$ cat src/rtl/div_ctrl_pkg.sv
// Shared encodings and helpers for the multi-cycle restoring divider.
package div_ctrl_pkg;

  typedef enum logic [1:0] {
    DivFree   = 2'b00,
    DivByZero = 2'b01,
    DivOn     = 2'b10,
    DivEnd    = 2'b11
  } div_state_e;

  localparam logic DivResultReady    = 1'b1;
  localparam logic DivResultNotReady = 1'b0;
  localparam logic DivStart          = 1'b1;
  localparam logic DivStop           = 1'b0;

  localparam int unsigned DoubleRegBus = 64;
  localparam logic [5:0]  DivSteps     = 6'd32;

  function automatic logic [31:0] abs_if(input logic en, input logic [31:0] v);
    return (en && v[31]) ? (~v + 32'd1) : v;
  endfunction

  function automatic logic [31:0] neg_if(input logic en, input logic [31:0] v);
    return en ? (~v + 32'd1) : v;
  endfunction

endpackage

$ cat src/rtl/div_ctrl_if.sv
// Execute-stage <-> divider request/result bundle.
interface div_ctrl_if;
  import div_ctrl_pkg::*;

  logic                    signed_div_i;
  logic [31:0]             opdata1_i;
  logic [31:0]             opdata2_i;
  logic                    start_i;
  logic                    annul_i;
  logic [DoubleRegBus-1:0] result_o;
  logic                    ready_o;

  modport master (
    output signed_div_i, opdata1_i, opdata2_i, start_i, annul_i,
    input  result_o, ready_o
  );

  modport slave (
    input  signed_div_i, opdata1_i, opdata2_i, start_i, annul_i,
    output result_o, ready_o
  );
endinterface

$ cat src/rtl/div_ctrl_step.sv
// One restoring-division step: trial-subtract on the 33-bit window w[64:32], shift in the quotient bit.
module div_step (
  input  logic [64:0] w_i,
  input  logic [31:0] divisor_i,
  output logic [64:0] w_o
);
  logic [32:0] trial;

  always_comb begin
    trial = w_i[64:32] - {1'b0, divisor_i};
    // Borrow out of bit 32 means the window was smaller than the divisor.
    if (trial[32]) begin
      w_o = {w_i[63:0], 1'b0};
    end else begin
      w_o = {trial[31:0], w_i[31:0], 1'b1};
    end
  end
endmodule

$ cat src/rtl/div_ctrl.sv
// Multi-cycle signed/unsigned 32-bit divider controller; result = {remainder, quotient}.
module div_ctrl
  import div_ctrl_pkg::*;
(
  input  logic       clk,
  input  logic       rst,
  div_ctrl_if.slave  bus
);

  div_state_e              state_q, state_d;
  logic [5:0]              cnt_q, cnt_d;
  logic [64:0]             w_q, w_d, w_step;
  logic [31:0]             divisor_q, divisor_d;
  logic                    neg_quo_q, neg_quo_d;
  logic                    neg_rem_q, neg_rem_d;
  logic [DoubleRegBus-1:0] result_q, result_d;
  logic                    ready_q, ready_d;
  logic [31:0]             quo_fix, rem_fix;

  div_step u_step (
    .w_i       (w_q),
    .divisor_i (divisor_q),
    .w_o       (w_step)
  );

  always_ff @(posedge clk or posedge rst) begin
    if (rst) begin
      state_q   <= DivFree;
      cnt_q     <= '0;
      w_q       <= '0;
      divisor_q <= '0;
      neg_quo_q <= 1'b0;
      neg_rem_q <= 1'b0;
      result_q  <= '0;
      ready_q   <= DivResultNotReady;
    end else begin
      state_q   <= state_d;
      cnt_q     <= cnt_d;
      w_q       <= w_d;
      divisor_q <= divisor_d;
      neg_quo_q <= neg_quo_d;
      neg_rem_q <= neg_rem_d;
      result_q  <= result_d;
      ready_q   <= ready_d;
    end
  end

  always_comb begin
    state_d   = state_q;
    cnt_d     = cnt_q;
    w_d       = w_q;
    divisor_d = divisor_q;
    neg_quo_d = neg_quo_q;
    neg_rem_d = neg_rem_q;
    unique case (state_q)
      DivFree: begin
        if (bus.annul_i) begin
          cnt_d = '0;
          w_d   = '0;
        end else if (bus.start_i == DivStart) begin
          if (bus.opdata2_i == '0) begin
            state_d = DivByZero;
          end else begin
            // Magnitudes are divided; the sign bits are kept for the final fix-up.
            state_d   = DivOn;
            cnt_d     = '0;
            w_d       = {32'b0, abs_if(bus.signed_div_i, bus.opdata1_i), 1'b0};
            divisor_d = abs_if(bus.signed_div_i, bus.opdata2_i);
            neg_quo_d = bus.signed_div_i & (bus.opdata1_i[31] ^ bus.opdata2_i[31]);
            neg_rem_d = bus.signed_div_i & bus.opdata1_i[31];
          end
        end
      end
      DivByZero: begin
        state_d = bus.annul_i ? DivFree : DivEnd;
        cnt_d   = '0;
      end
      DivOn: begin
        if (bus.annul_i) begin
          state_d = DivFree;
          cnt_d   = '0;
          w_d     = '0;
        end else if (cnt_q != DivSteps) begin
          w_d   = w_step;
          cnt_d = cnt_q + 6'd1;
        end else begin
          state_d = DivEnd;
          cnt_d   = '0;
        end
      end
      DivEnd: begin
        if (bus.start_i == DivStop) state_d = DivFree;
      end
      default: state_d = DivFree;
    endcase
  end

  always_comb begin
    quo_fix  = neg_if(neg_quo_q, w_q[31:0]);
    rem_fix  = neg_if(neg_rem_q, w_q[64:33]);
    result_d = result_q;
    ready_d  = ready_q;
    unique case (state_q)
      DivFree: begin
        result_d = '0;
        ready_d  = DivResultNotReady;
      end
      DivByZero: begin
        result_d = '0;
        ready_d  = bus.annul_i ? DivResultNotReady : DivResultReady;
      end
      DivOn: begin
        result_d = '0;
        ready_d  = DivResultNotReady;
        if (!bus.annul_i && cnt_q == DivSteps) begin
          result_d = {rem_fix, quo_fix};
          ready_d  = DivResultReady;
        end
      end
      DivEnd: begin
        if (bus.start_i == DivStop) begin
          result_d = '0;
          ready_d  = DivResultNotReady;
        end
      end
      default: begin
        result_d = '0;
        ready_d  = DivResultNotReady;
      end
    endcase
  end

  assign bus.result_o = result_q;
  assign bus.ready_o  = ready_q;

endmodule

$ cat src/flat_wrapper.sv
// flat-port wrapper written by rule: the top's interface ports become plain ports
module div_ctrl_flat import div_ctrl_pkg::*;
  (clk, rst, bus_signed_div_i, bus_opdata1_i, bus_opdata2_i, bus_start_i, bus_annul_i, bus_result_o, bus_ready_o);
  div_ctrl_if bus_i ();
  input  logic clk;
  input  logic rst;
  input wire logic [$bits(bus_i.signed_div_i)-1:0] bus_signed_div_i;
  input wire logic [$bits(bus_i.opdata1_i)-1:0] bus_opdata1_i;
  input wire logic [$bits(bus_i.opdata2_i)-1:0] bus_opdata2_i;
  input wire logic [$bits(bus_i.start_i)-1:0] bus_start_i;
  input wire logic [$bits(bus_i.annul_i)-1:0] bus_annul_i;
  output wire logic [$bits(bus_i.result_o)-1:0] bus_result_o;
  output wire logic [$bits(bus_i.ready_o)-1:0] bus_ready_o;
  assign bus_i.signed_div_i = bus_signed_div_i;
  assign bus_i.opdata1_i = bus_opdata1_i;
  assign bus_i.opdata2_i = bus_opdata2_i;
  assign bus_i.start_i = bus_start_i;
  assign bus_i.annul_i = bus_annul_i;
  assign bus_result_o = bus_i.result_o;
  assign bus_ready_o = bus_i.ready_o;
  div_ctrl u_core (.clk(clk), .rst(rst), .bus(bus_i));
endmodule
$ cat config.mk
export PLATFORM = sky130hd
export DESIGN_NAME = div_ctrl_flat
export DESIGN_NICKNAME = d
export VERILOG_FILES = /design/src/rtl/div_ctrl_pkg.sv /design/src/rtl/div_ctrl_if.sv /design/src/rtl/div_ctrl_step.sv /design/src/rtl/div_ctrl.sv /design/src/flat_wrapper.sv
export SDC_FILE = /design/constraint.sdc
export NUM_CORES = 1
export LEC_CHECK = 0
export CAP_MARGIN = 20
export CORE_MARGIN = 2
export CORE_UTILIZATION = 55
export CTS_BUF_LIST = sky130_fd_sc_hd__clkbuf_8
export DETAILED_ROUTE_END_ITERATION = 16
export GPL_ROUTABILITY_DRIVEN = 0
export PLACE_DENSITY = 0.79
export REMOVE_ABC_BUFFERS = 1
export SLEW_MARGIN = 25
export SYNTH_ARGS = -nofsm -noshare
export SYNTH_HDL_FRONTEND = slang
export SYNTH_SLANG_ARGS = --single-unit
$ cat constraint.sdc
create_clock -name clk -period 6.3 [get_ports clk]
set_clock_uncertainty 0.15 [all_clocks]
set_input_delay 0.945 -clock clk [delete_from_list [all_inputs] [get_ports clk]]
set_output_delay 0.945 -clock clk [all_outputs]
set_load 0.005 [all_outputs]
Word level (Yosys, flattened, before mapping) --
Index checks and enable logic that the tools add are counted.
Cells by class: $add $sub $neg 6, multiply operators 0, divide/modulo/power cells 0, $lt $le $gt $ge 0, equality and inequality tests 12, shifts and indexed selects 0, mux-type cells 32, bitwise logic cells 9, reduce and logical (&&, ||, !) cells 13
Operators with widths (number):
- 65-bit two-way mux | 6
- 64-bit case mux with 3 select lines | 1
- 65-bit case mux with 2 select lines | 1
- 32-bit by 1-bit adder with 32-bit output (second input constant) | 4
- 32-bit two-way mux | 4
- 64-bit two-way mux | 2
- 32-bit inverter | 4
- 33-bit by 32-bit subtractor with 33-bit output | 1
- 32-bit zero test | 1
- 6-bit two-way mux | 5
- 6-bit case mux with 3 select lines | 1
- 2-bit two-way mux | 7
- 4-bit AND reduction | 3
- 3-bit != test (second input constant) | 3
- 2-bit case mux with 4 select lines | 1
- 6-bit by 1-bit adder with 6-bit output (second input constant) | 1
- 6-bit == test (second input constant) | 1
- 2-bit != test (second input constant) | 3
- 6-bit != test (second input constant) | 1
- 2-bit == test (second input constant) | 2
- 1-bit case mux with 4 select lines | 1
- 1-bit logical AND | 3
- 1-bit two-way mux | 3
- 3-bit by 2-bit != test with 1-bit output (second input constant) | 1
- 10 further kinds | 12
Word-level totals: register bits 172, bits in latches 0, memory bits (writable) 0, memory bits (read-only) 0, bits of input ports 69, word-level logic and storage cells 80, memories 0

Logic depth before layout (Yosys ltp) --
depth after elaboration 7, depth in mapped cells 13, gate-level depth less buffers 12

Modules after synthesis --
Synthesis repeated with hierarchy kept, for this count alone.
Unflattened totals: cells, all modules 1433, area, all modules 12707.2 sq um
Modules (own cells, without submodules):
- div_ctrl | times used 1, cells each 1096, area each 10100.9 sq um, seq. area each 4304.1 sq um
- div_step | times used 1, cells each 337, area each 2606.2 sq um, seq. area each 0.0 sq um

Least setup slack after synthesis --
Ideal clock, no wire load.
kind in2reg, start point input port bus_opdata2_i[11], end point register u_core.w_q[8], library setup time 0.126 ns, data arrival time 3.058 ns, data required time 6.024 ns, slack 2.966 ns, stages 8, buffers on the path 1, cells stage by stage or4_1 or3_4 nor3_4 nand3_2 a21oi_4 nor2_2 buf_6 a221o_1
Between the ends: longest elaborated chain between the ends 3
Ends and longest elaborated chain:
- start: declaration | line flat_wrapper.sv:9 | input wire logic [$bits(bus_i.opdata2_i)-1:0] bus_opdata2_i;
- 32-bit zero test | line div_ctrl.sv:61 | if (bus.opdata2_i == '0) begin
- 3-bit != test (no source line)
- 4-bit AND reduction (no source line)
- end signal: assignment | line div_ctrl.sv:39 | w_q <= w_d;
- end: declaration | line div_ctrl.sv:12 | logic [64:0] w_q, w_d, w_step;
Every way passes these cells. A chain may end at the register's enable or synchronous reset.

Final worst setup path --
start point input port bus_opdata2_i[3], end point register u_core.w_q[1]
The elaborated chain is that of the path after synthesis.

==> results.txt <==
Design internal power: 2.38 mW
Setup repair after global routing missed its margin: false
Post-route setup TNS: 0 ns
Post-placement cell count: 1636
Starting density of the core: 0.557
Time the final worst path needs with I/O delays and setup: 4.34 ns
Width of the die: 147 um
Global-route total usage across every layer: 0.264
Via count of the first global-routing pass: 9295
Setup violation total in the final timing report: 0
Hold Crit Class: register to register
Largest area contributor in the netlist: sky130_fd_sc_hd__dfrtp_1
Maximum clock insertion buffer count: 2
Die boundary height: 147 um
Highest signal layer in the routed design: met4
Fin crit share: 0.689
Core Region: 20200 sq um
Post-synthesis area per instance: 8.73 sq um
Switching power summed over all nets: 1.72 mW
Hold_ws: 0.332 ns
Count of buffers added by post-CTS timing repair for setup: 0
Total power density per cell area: 313 nW/um^2
Achievable Freq: 0.231 GHz
Most area-consuming cells after synthesis: sky130_fd_sc_hd__dfrtp_1, sky130_fd_sc_hd__xor2_1, sky130_fd_sc_hd__nand2_1, sky130_fd_sc_hd__o21ai_0, sky130_fd_sc_hd__ha_1
Pin count of the biggest net entering global routing: 79
Setup crit start kind: primary input
MaxCap Viol Count: 0
Final layout net count: 1498
Total congestion overflow: 0
Share of power burned in combinational logic: 0.425
Number of top-level design ports: 134
Length of routed wiring on met1: 12400 um
Async set-or-reset flop fraction in the synthesized netlist: 1.00
Mapped cell area: 11200 sq um
Number of cells in the finished layout apart from fillers: 1669
HPWL after DPL: 20400 um
Worst-path maximum fanout: 45
Crit path required time: 6.54 ns
Starting DRT DRC Count: 911
Net switching share of the total power: 0.420
Root buf cell: sky130_fd_sc_hd__clkbuf_8
Number of flip-flops and latches in the synthesized netlist: 172
Global-route wire length before repair: 46300 um
Synth Instances: 1288
Leakage power of the design: 5.77 nW
Count of unresolved DRC violations after routing: 0
Number of nets with antenna violations after routing: 0
Register area share after synthesis: 0.383
Clock Pin Slew Worst Setup and Hold Paths: 0.09 ns
Tightest Pin Transition: 0.986 ns
Post-cts gate resize count: 0
Remaining max-slew budget at the tightest pin: 0.343
Count of vias placed by the detailed router: 9804
Final routed wirelength across all metal layers: 28200 um
Maximum vdd ir drop: 0.000176 V
Commonest cells after routing, fill and taps aside: sky130_fd_sc_hd__nand2_1, sky130_fd_sc_hd__dfrtp_1, sky130_fd_sc_hd__clkdlybuf4s50_1, sky130_fd_sc_hd__o21ai_0, sky130_fd_sc_hd__xor2_1
Met3 wire length: 1280 um
Area grow syn2layout: 16.6%
Top-area cell type share of the netlist area: 0.383
Met2 WL post-DR: 13900 um
Hold Buf Count CTS: 0
Fraction of layout cells with a size suffix above 1: 0.0551
Clk pwr share: 0.205
Number of iterations in the first detailed-routing pass: 5
Crit path kind: primary input to register
Sequential Power Share: 0.370
TritonCTS clock tree: yes
Library cells used by synthesis: 74
Warnings, synthesis: 0
Leading cell type in the layout, fill and taps excluded: sky130_fd_sc_hd__nand2_1
Post-synth EDFFs: 0
Post-layout power: 4.10 mW
Run status: completed
Number of buffer cells added on primary ports: 133
Final number of max-transition violations: 0
Data arrival time of the critical path: 4.57 ns
Most frequently used flop master after synthesis: sky130_fd_sc_hd__dfrtp_1
Vias per inst: 5.87
Site row count: 52
Clock buffers created by TritonCTS: 17
H-Tree Depth: 4
Worst Setup End Kind: register
Antenna violations before repair: 1
Number of clock sinks seen by CTS: 172
Clk_lat worst skew: 0.47 ns
Die Outline Area: 21600 sq um
DR WL/cell: 16.9 um
Hold violation total from the final report: 0
[cells in the mapped netlist, drive strengths merged (2+ instances only)]
cell type and instances:
nand2 180, dfrtp 172, o21ai 123, xor2 97, nor2 92, a21oi 83
inv 62, xnor2 50, o31ai 45, ha 43, nand3 42, clkbuf 35
a221o 31, buf 30, nand2b 19, nor3 17, o311ai 16, or3 15
o41ai 14, a32oi 11, nor4 11, or4 10, nor2b 9, a21o 8
and2 7, or2 7, a31oi 6, nand3b 6, mux2i 5, nand4 4
a211oi 3, and3 3, o211ai 3, o21bai 3, a211o 2, a32o 2
a41oi 2, o21a 2, or2b 2
[area by class of cell]
class | count | area [sq um]
Fill cell | 1712 | 7060
Multi-Input combinational cell | 989 | 6390
Sequential cell | 172 | 4310
Timing Repair Buffer | 143 | 1410
Tap cell | 270 | 338
Inverter | 62 | 238
Clock buffer | 17 | 234
Clock inverter | 15 | 186
Antenna cell | 1 | 2.50
[power by group through the flow]
stage,sequential [mW],clock [mW],combinational [mW]
4_1_cts,1.51,0.848,1.73
3_5_place_dp,1.54,0,1.72
6_report,1.52,0.840,1.74
5_1_grt,1.55,0.891,1.94
3_3_place_gp,1.52,0,1.68
2_1_floorplan,1.48,0,1.28
[final timing paths]
kind                                               from                      end  slack (ns)  cells past startpoint
worst max-delay path                   bus_opdata2_i[3]            u_core.w_q[1]        1.96                     11
worst min-delay path            u_core.bus.result_o[56]  u_core.bus.result_o[56]        0.33                      2
worst max register to register           u_core.w_q[32]           u_core.w_q[33]        2.26                     13
worst min register to register  u_core.bus.result_o[56]  u_core.bus.result_o[56]        0.33                      2
max in group asynchronous                           rst         u_core.neg_rem_q        3.95                      3
min in group asynchronous                           rst  u_core.bus.result_o[63]        0.83                      2
[through the flow]
| stage | setup WS (ns) | utilization | area (sq um) |
|---|---|---|---|
| floorplan | 0.545 | - | 10900 |
| CTS | 1.99 | 0.650 | 13100 |
| detailed placement | 1.51 | 0.629 | 12700 |
| finish | 1.96 | 0.650 | 13100 |
| global placement | 1.60 | 0.628 | 12700 |
| global route | 1.68 | 0.650 | 13100 |
[flip-flops by register name, indices dropped and copies added (netlist names)]
| signal | count |
|---|---|
| u_core.bus.result_o | 64 |
| u_core.neg_rem_q | 1 |
| u_core.bus.ready_o | 1 |
| u_core.state_q | 2 |
| u_core.divisor_q | 32 |
| u_core.w_q | 65 |
| u_core.cnt_q | 6 |
| u_core.neg_quo_q | 1 |
[critical path: stages]
cell                              delay [ns]
sky130_fd_sc_hd__clkdlybuf4s50_1        0.49
sky130_fd_sc_hd__nor4_1                 0.46
sky130_fd_sc_hd__or4b_4                 0.58
sky130_fd_sc_hd__nor3_4                 0.35
sky130_fd_sc_hd__nand3_2                0.22
sky130_fd_sc_hd__a21oi_4                0.28
sky130_fd_sc_hd__nor2_1                 0.08
sky130_fd_sc_hd__nand2_2                0.36
sky130_fd_sc_hd__buf_4                  0.52
sky130_fd_sc_hd__a22oi_1                0.16
sky130_fd_sc_hd__o21ai_1                0.09
[layer usage]
metal | global-route usage | vias to the layer above
met5 | 0 | -
met4 | 0.0899 | 0
met3 | 0.0339 | 44
met2 | 0.449 | 292
met1 | 0.351 | 4682
li1 | - | 4786
[kinds of logic after synthesis]
logic type      Yosys count  synth area share
simple gates            427             0.181
compound gates          365             0.217
buf+inv                 127            0.0501
fa+ha+maj                44            0.0496
flops                   172             0.383
mux                       6           0.00545
xor+xnor                147             0.115
(Power assumes the default switching activity.)
